**src/rtl/mem_ctrl_pkg.sv**
```systemverilog
// mem_ctrl_pkg: shared Mini SRC defines (memory sequencer state encodings, wait-state limit)
package mem_ctrl_pkg;
  localparam logic [1:0] ST_IDLE = 2'd0;
  localparam logic [1:0] ST_WAIT = 2'd1;
  localparam logic [1:0] ST_ACCESS = 2'd2;
  localparam logic [1:0] ST_DONE = 2'd3;
  localparam int MAX_WAIT_STATES = 15;
endpackage

```
**src/rtl/mem_ctrl.sv**
```systemverilog
// mem_ctrl: req/ack load/store sequencer driving ram (clk, clr, req/we/addr/wdata in; busy/ack/rdata out; ram_* to/from ram)
module mem_ctrl
  import mem_ctrl_pkg::*;
#(
  parameter int depth = 9,
  parameter int width = 32,
  parameter int wait_states = 1
) (
  input  logic             clk,
  input  logic             clr,
  input  logic             req,
  input  logic             we,
  input  logic [depth-1:0] addr,
  input  logic [width-1:0] wdata,
  output logic             busy,
  output logic             ack,
  output logic [width-1:0] rdata,
  output logic [depth-1:0] ram_r_addr,
  output logic [depth-1:0] ram_w_addr,
  output logic [width-1:0] ram_w_data,
  output logic             ram_wr_en,
  input  logic [width-1:0] ram_r_data
);
  typedef enum logic [1:0] {
    S_IDLE = ST_IDLE,
    S_WAIT = ST_WAIT,
    S_ACCESS = ST_ACCESS,
    S_DONE = ST_DONE
  } state_t;
  localparam logic [3:0] cnt_init = (wait_states == 0) ? 4'd0 : 4'(wait_states - 1);
  state_t state, next;
  logic [3:0] cnt;
  logic [depth-1:0] addr_q;
  logic [width-1:0] wdata_q;
  logic we_q, accept;
  always_comb begin
    accept = (state == S_IDLE) && req;
    next = (state == S_IDLE) ? (req ? ((wait_states == 0) ? S_ACCESS : S_WAIT) : S_IDLE) :
           (state == S_WAIT) ? ((cnt == 4'd0) ? S_ACCESS : S_WAIT) :
           (state == S_ACCESS) ? S_DONE : S_IDLE;
    busy = state != S_IDLE;
    ack = state == S_DONE;
    ram_wr_en = (state == S_ACCESS) && we_q;
  end
  always_ff @(posedge clk or posedge clr) begin
    if (clr) begin
      state <= S_IDLE;
      cnt <= 4'd0;
      addr_q <= '0;
      wdata_q <= '0;
      we_q <= 1'b0;
      rdata <= '0;
    end else begin
      state <= next;
      if (accept) begin
        addr_q <= addr;
        wdata_q <= wdata;
        we_q <= we;
        cnt <= cnt_init;
      end else if (state == S_WAIT && cnt != 4'd0) cnt <= cnt - 4'd1;
      if (state == S_ACCESS && !we_q) rdata <= ram_r_data;
    end
  end
  assign ram_r_addr = addr_q;
  assign ram_w_addr = addr_q;
  assign ram_w_data = wdata_q;
endmodule

```
**config.mk**
```make
export PLATFORM = sky130hd
export DESIGN_NAME = mem_ctrl
export DESIGN_NICKNAME = d
export VERILOG_FILES = /design/src/rtl/mem_ctrl_pkg.sv /design/src/rtl/mem_ctrl.sv
export SDC_FILE = /design/constraint.sdc
export NUM_CORES = 1
export LEC_CHECK = 0
export CAP_MARGIN = 20
export CORE_ASPECT_RATIO = 0.75
export CORE_MARGIN = 4
export CORE_UTILIZATION = 35
export CTS_CLUSTER_DIAMETER = 60
export CTS_CLUSTER_SIZE = 24
export DETAILED_ROUTE_END_ITERATION = 10
export PLACE_DENSITY = 0.71
export SLEW_MARGIN = 40
export SYNTH_ARGS = -nofsm -noshare
export SYNTH_HDL_FRONTEND = slang
export SYNTH_SLANG_ARGS = --single-unit
export TNS_END_PERCENT = 1
```
**constraint.sdc**
```tcl
create_clock -name clk -period 2.66 [get_ports clk]
set_clock_uncertainty 0.05 [all_clocks]
set_input_delay 0.266 -clock clk [delete_from_list [all_inputs] [get_ports clk]]
set_output_delay 0.266 -clock clk [all_outputs]
set_load 0.01 [all_outputs]
```
Word level (Yosys, flattened, before mapping)
Cells that the tools add are included.

word-level totals
  logic and storage cells = 27
  memories = 0
  register bits after elaboration = 80
  output and inout bits = 85
  memory bits (writable) = 0
  memory bits (read-only) = 0
  bits in latches = 0

cells by class
  reductions and logical operators = 10
  divide/modulo/power cells = 0
  shift operators = 0
  equal/unequal tests = 3
  add/sub/neg operators = 1
  bitwise logic cells = 0
  multipliers = 0
  muxes and demuxes = 7
  order comparisons = 0

operator list
  cell                 number
  $mux 2               4
  $mux 4               2
  $eq 2x2->1 const B   2
  $logic_and 1x1->1    4
  $logic_not 4->1      1
  $reduce_bool 2->1    2
  $reduce_bool 4->1    1
  $sub 4x1->4 const B  1
  $eq 2x1->1 const B   1
  $logic_not 2->1      1
  $logic_not 1->1      1
  $mux 1               1

Logic depth before layout (Yosys ltp)
Gate-level depths: netlist of the first run.

  depth in word-level cells = 4
  mapped depth = 5

Worst setup path after synthesis of the first run
Ideal clock, no wire load.

  kind = register to register
  from = register cnt[0]
  to = register state[0]
  stages on the path, launching flop included = 6
  path buffers = 0
  slack = 1.044 ns
  data required time = 2.478 ns
  period minus slack after synthesis = 1.616 ns
  data arrival time = 1.434 ns
  cells stage by stage = dfrtp_1 -> inv_1 -> ha_1 -> or3b_1 -> nor2b_4 -> or3b_1

on the way
  longest elaborated chain between the ends = 4

ends and longest elaborated chain
  what                    RTL line        source
  from (decl)             mem_ctrl.sv:32  logic [3:0] cnt;
  from (signal assigned)  mem_ctrl.sv:59  cnt <= cnt_init;
  from (signal assigned)  mem_ctrl.sv:60  end else if (state == S_WAIT && cnt != 4'd0) cnt <= cnt - 4'd1;
  $logic_not 4->1         mem_ctrl.sv:39  (state == S_WAIT) ? ((cnt == 4'd0) ? S_ACCESS : S_WAIT) :
  $mux 2 (2 in a row)     mem_ctrl.sv:39
  $mux 2                  mem_ctrl.sv:38  next = (state == S_IDLE) ? (req ? ((wait_states == 0) ? S_ACCESS : S_WAIT) : S_IDLE) :
  via next[0]             mem_ctrl.sv:31  state_t state, next;
  to (signal assigned)    mem_ctrl.sv:54  state <= next;
  to (decl)               mem_ctrl.sv:31

The timed path passes the listed nets, and every way through them passes these cells.
A chain may end at the register's enable or synchronous reset.

Final worst setup path of the first run
  from = register state[0]
  to = output port ram_wr_en

on the way
  longest elaborated chain between the ends = 2

ends and longest elaborated chain
  what               RTL line        source
  $eq 2x2->1         mem_ctrl.sv:43  ram_wr_en = (state == S_ACCESS) && we_q;
  $logic_and 1x1->1  mem_ctrl.sv:43
  to (decl)          mem_ctrl.sv:21  output logic ram_wr_en,

No other way between the ends.

==> flow_metrics.py, run 1 <==
metrics = {
    "synthesis": {
        "synth_edf_count": 0,
        "synth_nets": 280,
        "async_flop_share_pct": 100,
        "synth_cell_types": 24,
        "synth_cells": 202,
        "synth_seq_cells": 80,
        "synth_ff_type": "dfrtp_1",
        "synth_area_um2": 3200,
        "yosysSeqAreaShare_pct": 62.5,
        "avgSynthCellArea_um2": 15.9,
        "yosys_warnings": 0,
    },
    "place": {
        "place.port_buffers": 161,
        "place_ws_ns": 0.822,
        "hpwl_mm": 6.01,
        "placed_area_um2": 4870,
        "dp_cells": 459,
        "routabilityCongestion": 0.719,
    },
    "sta": {
        "worst_slew_pin_slew_ns": 0.673,
        "fin_setup_tns_ns": 0,
        "setup_slack_ns": 0.646,
        "rsz0062_at_grt": "no",
        "finalHoldViolCount": 0,
        "period_share_pct": 75.7,
        "fmax_mhz": 497,
        "max_slew_margin_pct": 55.1,
        "finalSetupViolCount": 0,
        "post-route-min-period_ns": 2.01,
        "report.final.slew_viol_count": 0,
        "whs_ns": 0.286,
    },
    "clock_tree": {
        "cts_hold_buf": 0,
        "postCtsSetupBuffers": 0,
        "cts_buffer_depth": 2,
        "cts_buffers": 9,
        "cts.sinks": 80,
        "clkLatencyLatePin_ns": 0.32,
        "root_buffer": "clkbuf_16",
        "cts_max_level": 3,
        "clk_pin_slew_worst_paths_ns": 0.06,
        "ctsResizeCount": 0,
        "cts_tree": "done",
    },
    "setup_path": {
        "worst_ep_arrival_time_ns": 1.70,
        "r2r_slack_ns": 0.97,
        "cp.required_ns": 2.34,
        "max_stage_delay_ns": 0.54,
        "crit_fanout": 8,
        "r2r_end": "state[0]",
        "crit-reg2reg-launch": "cnt[0]",
        "critPathSlowestCell": "clkdlybuf4s50_1",
        "crit_type": "flip-flop to output port",
        "end_kind": "output port",
        "worstSetupStartpointType": "flip-flop",
        "worstPathCellList": "nand2b_2 > nor2_1 > clkdlybuf4s50_1",
        "rr_worst_depth": 5,
    },
    "drt": {
        "vias_per_cell": 4.63,
        "wl_per_cell_um": 16.8,
        "ant_nets": 0,
        "drc_errors": 0,
        "drt-total-wl_mm": 7.98,
        "drt-initial-drc-count": 68,
        "vias": 2201,
        "first_pass_iters": 6,
    },
    "global_route": {
        "grt_pass1_vias": 2453,
        "grt_pass1_wl_mm": 13.0,
        "grt_max_degree": 47,
        "track_usage_pct": 15.3,
        "grt-ovfl-total": 0,
        "antenna_found_initial": 0,
    },
    "cells_and_area": {
        "insertedDiodeCount": 0,
        "final_layout_size_suffix_gt1_share_pct": 25.9,
        "fin_nets": 440,
        "syn_to_final_growth_pct": 61.0,
        "multi_input_area_um2": 1040,
        "design_area_um2": 5160,
        "fin_util_pct": 59.5,
        "fin_cells": 475,
        "fillCellCount": 746,
        "ff_latch_area_um2": 2000,
    },
    "floorplan": {
        "placementRows": 29,
        "initial_core_util_pct": 36.9,
        "fp.dieH_um": 90.8,
        "fp.coreArea_um2": 8670,
        "die-width_um": 118,
        "io_pins": 162,
        "dieArea_um2": 10800,
    },
    "flow_run": {
        "drv_cap": 0,
    },
    "power": {
        "power_density_nw_per_um2": 1220,
        "p_leak_nw": 2.13,
        "total_power_mw": 6.27,
        "peakVddDrop_mv": 0.578,
    },
    "run_status": {
        "outcome": "completed",
    },
    "hold_path": {
        "hp-class": "input pin to async pin",
    },
}
==> cell families after synthesis <==
logic type | after synthesis | synth area share [%]
DFF | 80 | 62.5
muxes | 76 | 26.7
buffers and inverters | 21 | 5.27
and+or+nand+nor | 19 | 4.18
AOI/OAI and AO/OA | 5 | 0.977
adders and majority gates | 1 | 0.391
==> worst max-delay path by stage <==
| stage | depth (start not counted) | startpoint | to |
|---|---|---|---|
| final | 3 | state[0] | ram_wr_en |
| after global routing | 3 | state[0] | ram_wr_en |
| after CTS | 3 | state[0] | ram_wr_en |
| after detailed placement | 4 | req | ram_w_data[31] |
| after global placement | 4 | req | ram_w_data[0] |
| after floorplan | 1 | clr | async pin |
==> worst max-delay path: cells and delay by family, from the launching register on <==
family	cells	cell delay [ns]
and+or+nand+nor	2	0.37
buffers and inverters	1	0.54
DFF	1	0.47
==> metal layers <==
metal  vias to the layer above  routed length, um  GRT usage [%]
li1                       1016                  -              -
met1                      1061               3270           17.9
met2                       118               3630           23.8
met3                         6               1010           9.02
met4                         0                 66           4.34
met5                         -                  0              0
==> sequential cells by signal, indices dropped and copies added (netlist names), named ones only <==
signal,count
cnt,4
ram_r_addr,9
we_q,1
state,1
rdata,32
ram_w_data,32
==> layout by cell type, fill, tap and decap left out <==
cell type / count
clkbuf_16: 9
buf_12: 2
nand2b_1: 2
nor2_1: 2
dfrtp_1: 80
nand2_1: 3
mux2_2: 70
a22o_1: 1
or3b_1: 2
clkdlybuf4s50_1: 161
nand2b_2: 1
bufinv_16: 1
o21bai_1: 1
and2_1: 1
or2_2: 1
nor3_1: 2
nor2b_1: 1
nor3b_4: 1
nor2_4: 1
mux2_1: 5
clkbuf_1: 2
mux2i_1: 1
clkinv_2: 2
inv_1: 3
o21ai_0: 3
buf_4: 3
nor4bb_1: 1
nor2b_4: 1
clkinvlp_4: 3
ha_1: 1
==> power by group <==
| group | switching, mW | internal (mW) | leakage [nW] |
|---|---|---|---|
| clock network | 0.460 | 0.725 | 0.132 |
| logic | 1.02 | 1.85 | 1.04 |
| registers | 0.370 | 1.84 | 0.955 |
| total | 1.85 | 4.41 | 2.13 |
==> cells in the mapped netlist, drive strengths merged (2+ instances only) <==
master | count | area [um2]
mux2 | 75 | 845
nand2b | 3 | 21.3
o21ai | 3 | 15.0
nor2 | 3 | 18.8
or3b | 2 | 17.5
inv | 4 | 15.0
buf | 17 | 154
nor2b | 2 | 20.0
dfrtp | 80 | 2000
nand2 | 3 | 11.3
nor3 | 2 | 10.0
==> final cells by class <==
| class | count | share of cell area (%) |
|---|---|---|
| multi-input cells | 101 | 20.1 |
| well taps | 108 | 2.62 |
| repair buffers | 166 | 32.5 |
| inverters | 4 | 0.315 |
| flip-flops and latches | 80 | 38.8 |
| clock inverters | 5 | 1.12 |
| clock buffers | 11 | 4.51 |
No activity file was read; power rests on OpenSTA's default activity.
==> inputs of run 2 (changes only) <==
==> constraint.sdc (replaced) <==
create_clock -name clk -period 2 [get_ports clk]
set_clock_uncertainty 0.05 [all_clocks]
set_input_delay 0.2 -clock clk [delete_from_list [all_inputs] [get_ports clk]]
set_output_delay 0.2 -clock clk [all_outputs]
set_load 0.01 [all_outputs]
==> run 2 against run 1 <==
Effect of this change:
- non-clock buffer count shrank 1
- register-to-register slack worse by 0.69 ns
- worst setup slack got worse by 0.49 ns
- global-route usage is 0.24 points lower
- cell count is 0.21% lower
- final area grew 0.83%
- combinational power rose by 33%
- clock power grew 50%
- total power increased by 36%
- critical path depth decreased by 1
- worst hold slack got worse by 0.0089 ns
- first-iteration DRC count up 16%
- critical endpoint is now busy
- largest cell class unchanged
- largest power group unchanged
==> flow_metrics.py, run 2 (synthesis gave the netlist of run 1 again) <==
metrics = {
    "sta": {
        "period_share_pct": 92.4,
        "whs_ns": 0.278,
        "finalHoldViolCount": 0,
        "worst_slew_pin_slew_ns": 0.433,
        "report.final.slew_viol_count": 0,
        "finalSetupViolCount": 0,
        "rsz0062_at_grt": "no",
        "post-route-min-period_ns": 1.85,
        "fin_setup_tns_ns": 0,
        "fmax_mhz": 541,
        "max_slew_margin_pct": 71.1,
    },
    "cells_and_area": {
        "final_cell_mix": "clkdlybuf4s50_1 (160), dfrtp_1 (79), mux2_2 (70)",
        "fillCellCount": 712,
        "syn_to_final_growth_pct": 62.3,
        "final_common_cell": "clkdlybuf4s50_1",
        "final_layout_size_suffix_gt1_share_pct": 26.0,
        "fin_nets": 439,
        "fin_cells": 474,
        "insertedDiodeCount": 0,
    },
    "power": {
        "p_leak_nw": 2.17,
        "peakVddDrop_mv": 0.908,
        "power_density_nw_per_um2": 1640,
    },
    "place": {
        "hpwl_mm": 5.80,
        "place.port_buffers": 161,
        "routabilityCongestion": 0.697,
        "dp_cells": 458,
    },
    "clock_tree": {
        "cts.sinks": 80,
        "cts_buffer_depth": 2,
        "root_buffer": "clkbuf_16",
        "cts_max_level": 3,
        "cts_tree": "done",
        "cts_hold_buf": 0,
        "cts_buffers": 9,
        "clk_pin_slew_worst_paths_ns": 0.06,
        "clkLatencyLatePin_ns": 0.32,
    },
    "setup_path": {
        "crit_type": "flip-flop to output port",
        "cp.required_ns": 1.75,
        "worst_ep_arrival_time_ns": 1.60,
        "worstSetupStartpointType": "flip-flop",
        "end_kind": "output port",
        "rr_worst_depth": 5,
        "crit_cells": 2,
        "max_stage_delay_ns": 0.48,
        "critPathSlowestCell": "clkdlybuf4s50_1",
        "crit_buf_inv": 1,
        "crit_fanout": 8,
        "critPathTopFamily": "buffers and inverters",
        "worstPathCellList": "or2_2 > clkdlybuf4s50_1",
    },
    "flow_run": {
        "drv_cap": 0,
    },
    "floorplan": {
        "fp.dieH_um": 90.8,
        "dieArea_um2": 10800,
        "placementRows": 29,
        "io_pins": 162,
        "initial_core_util_pct": 36.9,
        "fp.coreArea_um2": 8670,
        "die-width_um": 118,
    },
    "drt": {
        "drc_errors": 0,
        "vias": 2194,
        "first_pass_iters": 4,
        "drt-initial-drc-count": 79,
        "vias_per_cell": 4.63,
        "ant_nets": 0,
        "wl_per_cell_um": 16.4,
        "drt-total-wl_mm": 7.77,
    },
    "global_route": {
        "grt_max_degree": 81,
        "antenna_found_initial": 0,
        "grt-ovfl-total": 0,
        "grt_pass1_vias": 2408,
        "grt_pass1_wl_mm": 12.8,
        "track_usage_pct": 15.0,
    },
    "run_status": {
        "outcome": "completed",
    },
    "hold_path": {
        "hp-class": "input pin to async pin",
    },
}
run 2: cell count changes in the layout (fill, tap and decap cells not counted), sizes merged:
cell,before,now
buf,5,4
clkinv,2,0
clkbuf,11,14
dlymetal6s2s,0,1
bufinv,1,2
clkdlybuf4s50,161,160
clkinvlp,3,1
run 2: worst register-to-register path, stage by stage, from the launching register on:
cell	delay, ns
dfrtp_1	0.37
inv_1	0.09
ha_1	0.20
or3b_1	0.39
nor2b_4	0.16
or3b_1	0.34
run 2: path summary, 6_finish.rpt:
check,startpoint,endpoint,slack [ns]
worst min-delay path,clr,ram_w_data[13],0.28
worst max-delay path,flip-flop,busy,0.15
worst min register to register,rdata[23],rdata[23],0.44
max in group asynchronous,clr,rdata[7],1.27
worst max register to register,cnt[0],state[0],0.28
min in group clk,we,we_q,0.40
run 2: power breakdown:
group	leakage [nW]	total, mW	switching [mW]	internal, mW
sequential	0.954	2.92	0.473	2.45
combinational	1.05	3.83	1.38	2.46
clock	0.163	1.79	0.594	1.20
total	2.17	8.55	2.44	6.10
run 2: layer usage:
metal | global-route usage [%] | share of wire [%]
met2 | 23.0 | 44
met5 | 0 | 0
met4 | 4.05 | 0.88
met3 | 10.8 | 16
met1 | 16.9 | 39
run 2: cell type report:
type / count / area [um2] / share of cell area, %
flip-flops and latches: 80 / 2000 / 38.5
repair buffers: 165 / 1670 / 32.1
multi-input cells: 101 / 1040 / 20.0
clock buffers: 14 / 274 / 5.27
well taps: 108 / 135 / 2.60
clock inverters: 2 / 60.1 / 1.16
inverters: 4 / 18.8 / 0.361
run 2: metrics by stage:
stage	area, um2	setup slack (ns)	total power [mW]	util [%]
finish	5200	0.152	8.55	59.9
global route	5200	0.104	9.10	59.9
CTS	5190	0.0215	8.71	59.9
detailed placement	4860	0.239	6.85	56.1
global placement	4860	0.267	6.74	56.1
floorplan	3210	0.384	4.77	-
run 2: what timing repair did:
action,4_1_cts,5_1_grt
buffers inserted,0,0
endpoints found under the setup margin,0,1
resized for setup,0,2
==> inputs of run 3 (changes only) <==
==> constraint.sdc (replaced) <==
create_clock -name clk -period 2.14 [get_ports clk]
set_clock_uncertainty 0.05 [all_clocks]
set_input_delay 0.214 -clock clk [delete_from_list [all_inputs] [get_ports clk]]
set_output_delay 0.214 -clock clk [all_outputs]
set_load 0.01 [all_outputs]
==> run 3 against run 2 <==
Effect of this change:
- via count fell by 0.55%
- combinational power fell by 6.5%
- first-iteration DRC count rose by 24%
- total power fell by 6.8%
- utilization fell by 0.19 points
- cell count fell by 0.21%
- final area fell by 0.31%
- sequential share of layout area rose by 0.097 points
- critical path depth rose by 1
- clock power fell by 8%
- worst hold slack improved by 0.0066 ns
- worst setup slack improved by 0.029 ns
- largest power group unchanged
- largest cell class unchanged
==> flow_metrics.py, run 3 (synthesis gave the netlist of run 1 again) <==
metrics = {
    "sta": {
        "fin_setup_tns_ns": 0,
        "finalHoldViolCount": 0,
        "whs_ns": 0.284,
        "finalSetupViolCount": 0,
        "post-route-min-period_ns": 1.96,
        "max_slew_margin_pct": 71.2,
        "rsz0062_at_grt": "no",
        "fmax_mhz": 510,
        "report.final.slew_viol_count": 0,
        "period_share_pct": 91.5,
        "worst_slew_pin_slew_ns": 0.432,
    },
    "cells_and_area": {
        "fin_nets": 439,
        "final_layout_size_suffix_gt1_share_pct": 25.8,
        "syn_to_final_growth_pct": 61.8,
        "design_area_um2": 5180,
        "ff_latch_area_um2": 2000,
        "final_common_cell": "clkdlybuf4s50_1",
        "insertedDiodeCount": 0,
        "final_cell_mix": "clkdlybuf4s50_1 (161), dfrtp_1 (80), mux2_2 (70)",
        "multi_input_area_um2": 1040,
        "fillCellCount": 703,
    },
    "drt": {
        "drt-total-wl_mm": 7.88,
        "wl_per_cell_um": 16.7,
        "drc_errors": 0,
        "ant_nets": 0,
        "drt-initial-drc-count": 98,
        "first_pass_iters": 4,
        "vias_per_cell": 4.61,
        "vias": 2182,
    },
    "clock_tree": {
        "cts_tree": "done",
        "cts.sinks": 80,
        "clk_pin_slew_worst_paths_ns": 0.06,
        "clkLatencyLatePin_ns": 0.33,
        "ctsResizeCount": 0,
        "postCtsSetupBuffers": 0,
        "cts_max_level": 3,
        "cts_buffers": 9,
        "root_buffer": "clkbuf_16",
        "cts_hold_buf": 0,
        "cts_buffer_depth": 2,
    },
    "floorplan": {
        "io_pins": 162,
        "fp.coreArea_um2": 8670,
        "dieArea_um2": 10800,
        "initial_core_util_pct": 36.9,
        "die-width_um": 118,
        "fp.dieH_um": 90.8,
        "placementRows": 29,
    },
    "power": {
        "p_leak_nw": 2.15,
        "peakVddDrop_mv": 0.853,
        "power_density_nw_per_um2": 1540,
    },
    "global_route": {
        "grt-ovfl-total": 0,
        "track_usage_pct": 14.9,
        "grt_pass1_wl_mm": 12.5,
        "antenna_found_initial": 0,
        "grt_pass1_vias": 2337,
        "grt_max_degree": 81,
    },
    "place": {
        "hpwl_mm": 5.83,
        "placed_area_um2": 4860,
        "routabilityCongestion": 0.698,
        "place.port_buffers": 161,
    },
    "setup_path": {
        "r2r_slack_ns": 0.41,
        "rr_worst_depth": 5,
        "crit-reg2reg-launch": "cnt[0]",
        "crit_fanout": 8,
        "cp.required_ns": 1.88,
        "crit_type": "flip-flop to output port",
        "r2r_end": "state[0]",
        "worst_ep_arrival_time_ns": 1.70,
        "critPathLaunch": "state[0]",
        "end_kind": "output port",
        "worstSetupStartpointType": "flip-flop",
    },
    "flow_run": {
        "drv_cap": 0,
    },
    "hold_path": {
        "hp-class": "input pin to async pin",
    },
    "run_status": {
        "outcome": "completed",
    },
}
[run 3: final cells by class]
cell class	instances	share of cell area, %
Multi-Input combinational cell	101	20.0
Timing Repair Buffer	165	32.2
Tap cell	108	2.61
Clock buffer	12	4.95
Sequential cell	80	38.6
Inverter	4	0.362
Clock inverter	3	1.26
[run 3: metrics by stage]
| stage | setup WS (ns) | utilization (%) | power, mW | std cells |
|---|---|---|---|---|
| CTS | 0.157 | 59.8 | 8.11 | 473 |
| detailed placement | 0.363 | 56.1 | 6.41 | 458 |
| finish | 0.181 | 59.8 | 7.97 | 473 |
| global placement | 0.393 | 56.1 | 6.30 | 458 |
| floorplan | 0.524 | - | 4.46 | 202 |
| global route | 0.0759 | 59.8 | 8.45 | 473 |
[run 3: power by group]
group | switching [mW] | internal [mW]
sequential | 0.453 | 2.29
clock | 0.564 | 1.08
combinational | 1.29 | 2.30
[run 3: worst max-delay path by stage]
stage                         end  slack [ns]  depth (start not counted)
finish                  ram_wr_en        0.18                          3
global route            ram_wr_en        0.08                          3
CTS                     ram_wr_en        0.16                          3
detailed placement  ram_w_data[1]        0.36                          4
global placement    ram_w_data[3]        0.39                          4
floorplan                state[0]        0.52                          5
[run 3: worst max-delay path: stages, from the launching register on]
cell	delay (ns)
dfrtp_1	0.47
nand2b_2	0.26
nor2_1	0.10
clkdlybuf4s50_1	0.54
[run 3: per-layer routing]
| metal | track usage (%) | vias to the layer above | part of all wire [%] |
|---|---|---|---|
| li1 | - | 1014 | - |
| met1 | 17.4 | 1038 | 41 |
| met2 | 22.3 | 121 | 44 |
| met3 | 9.83 | 9 | 14 |
| met4 | 4.63 | 0 | 1.2 |
| met5 | 0 | - | 0 |
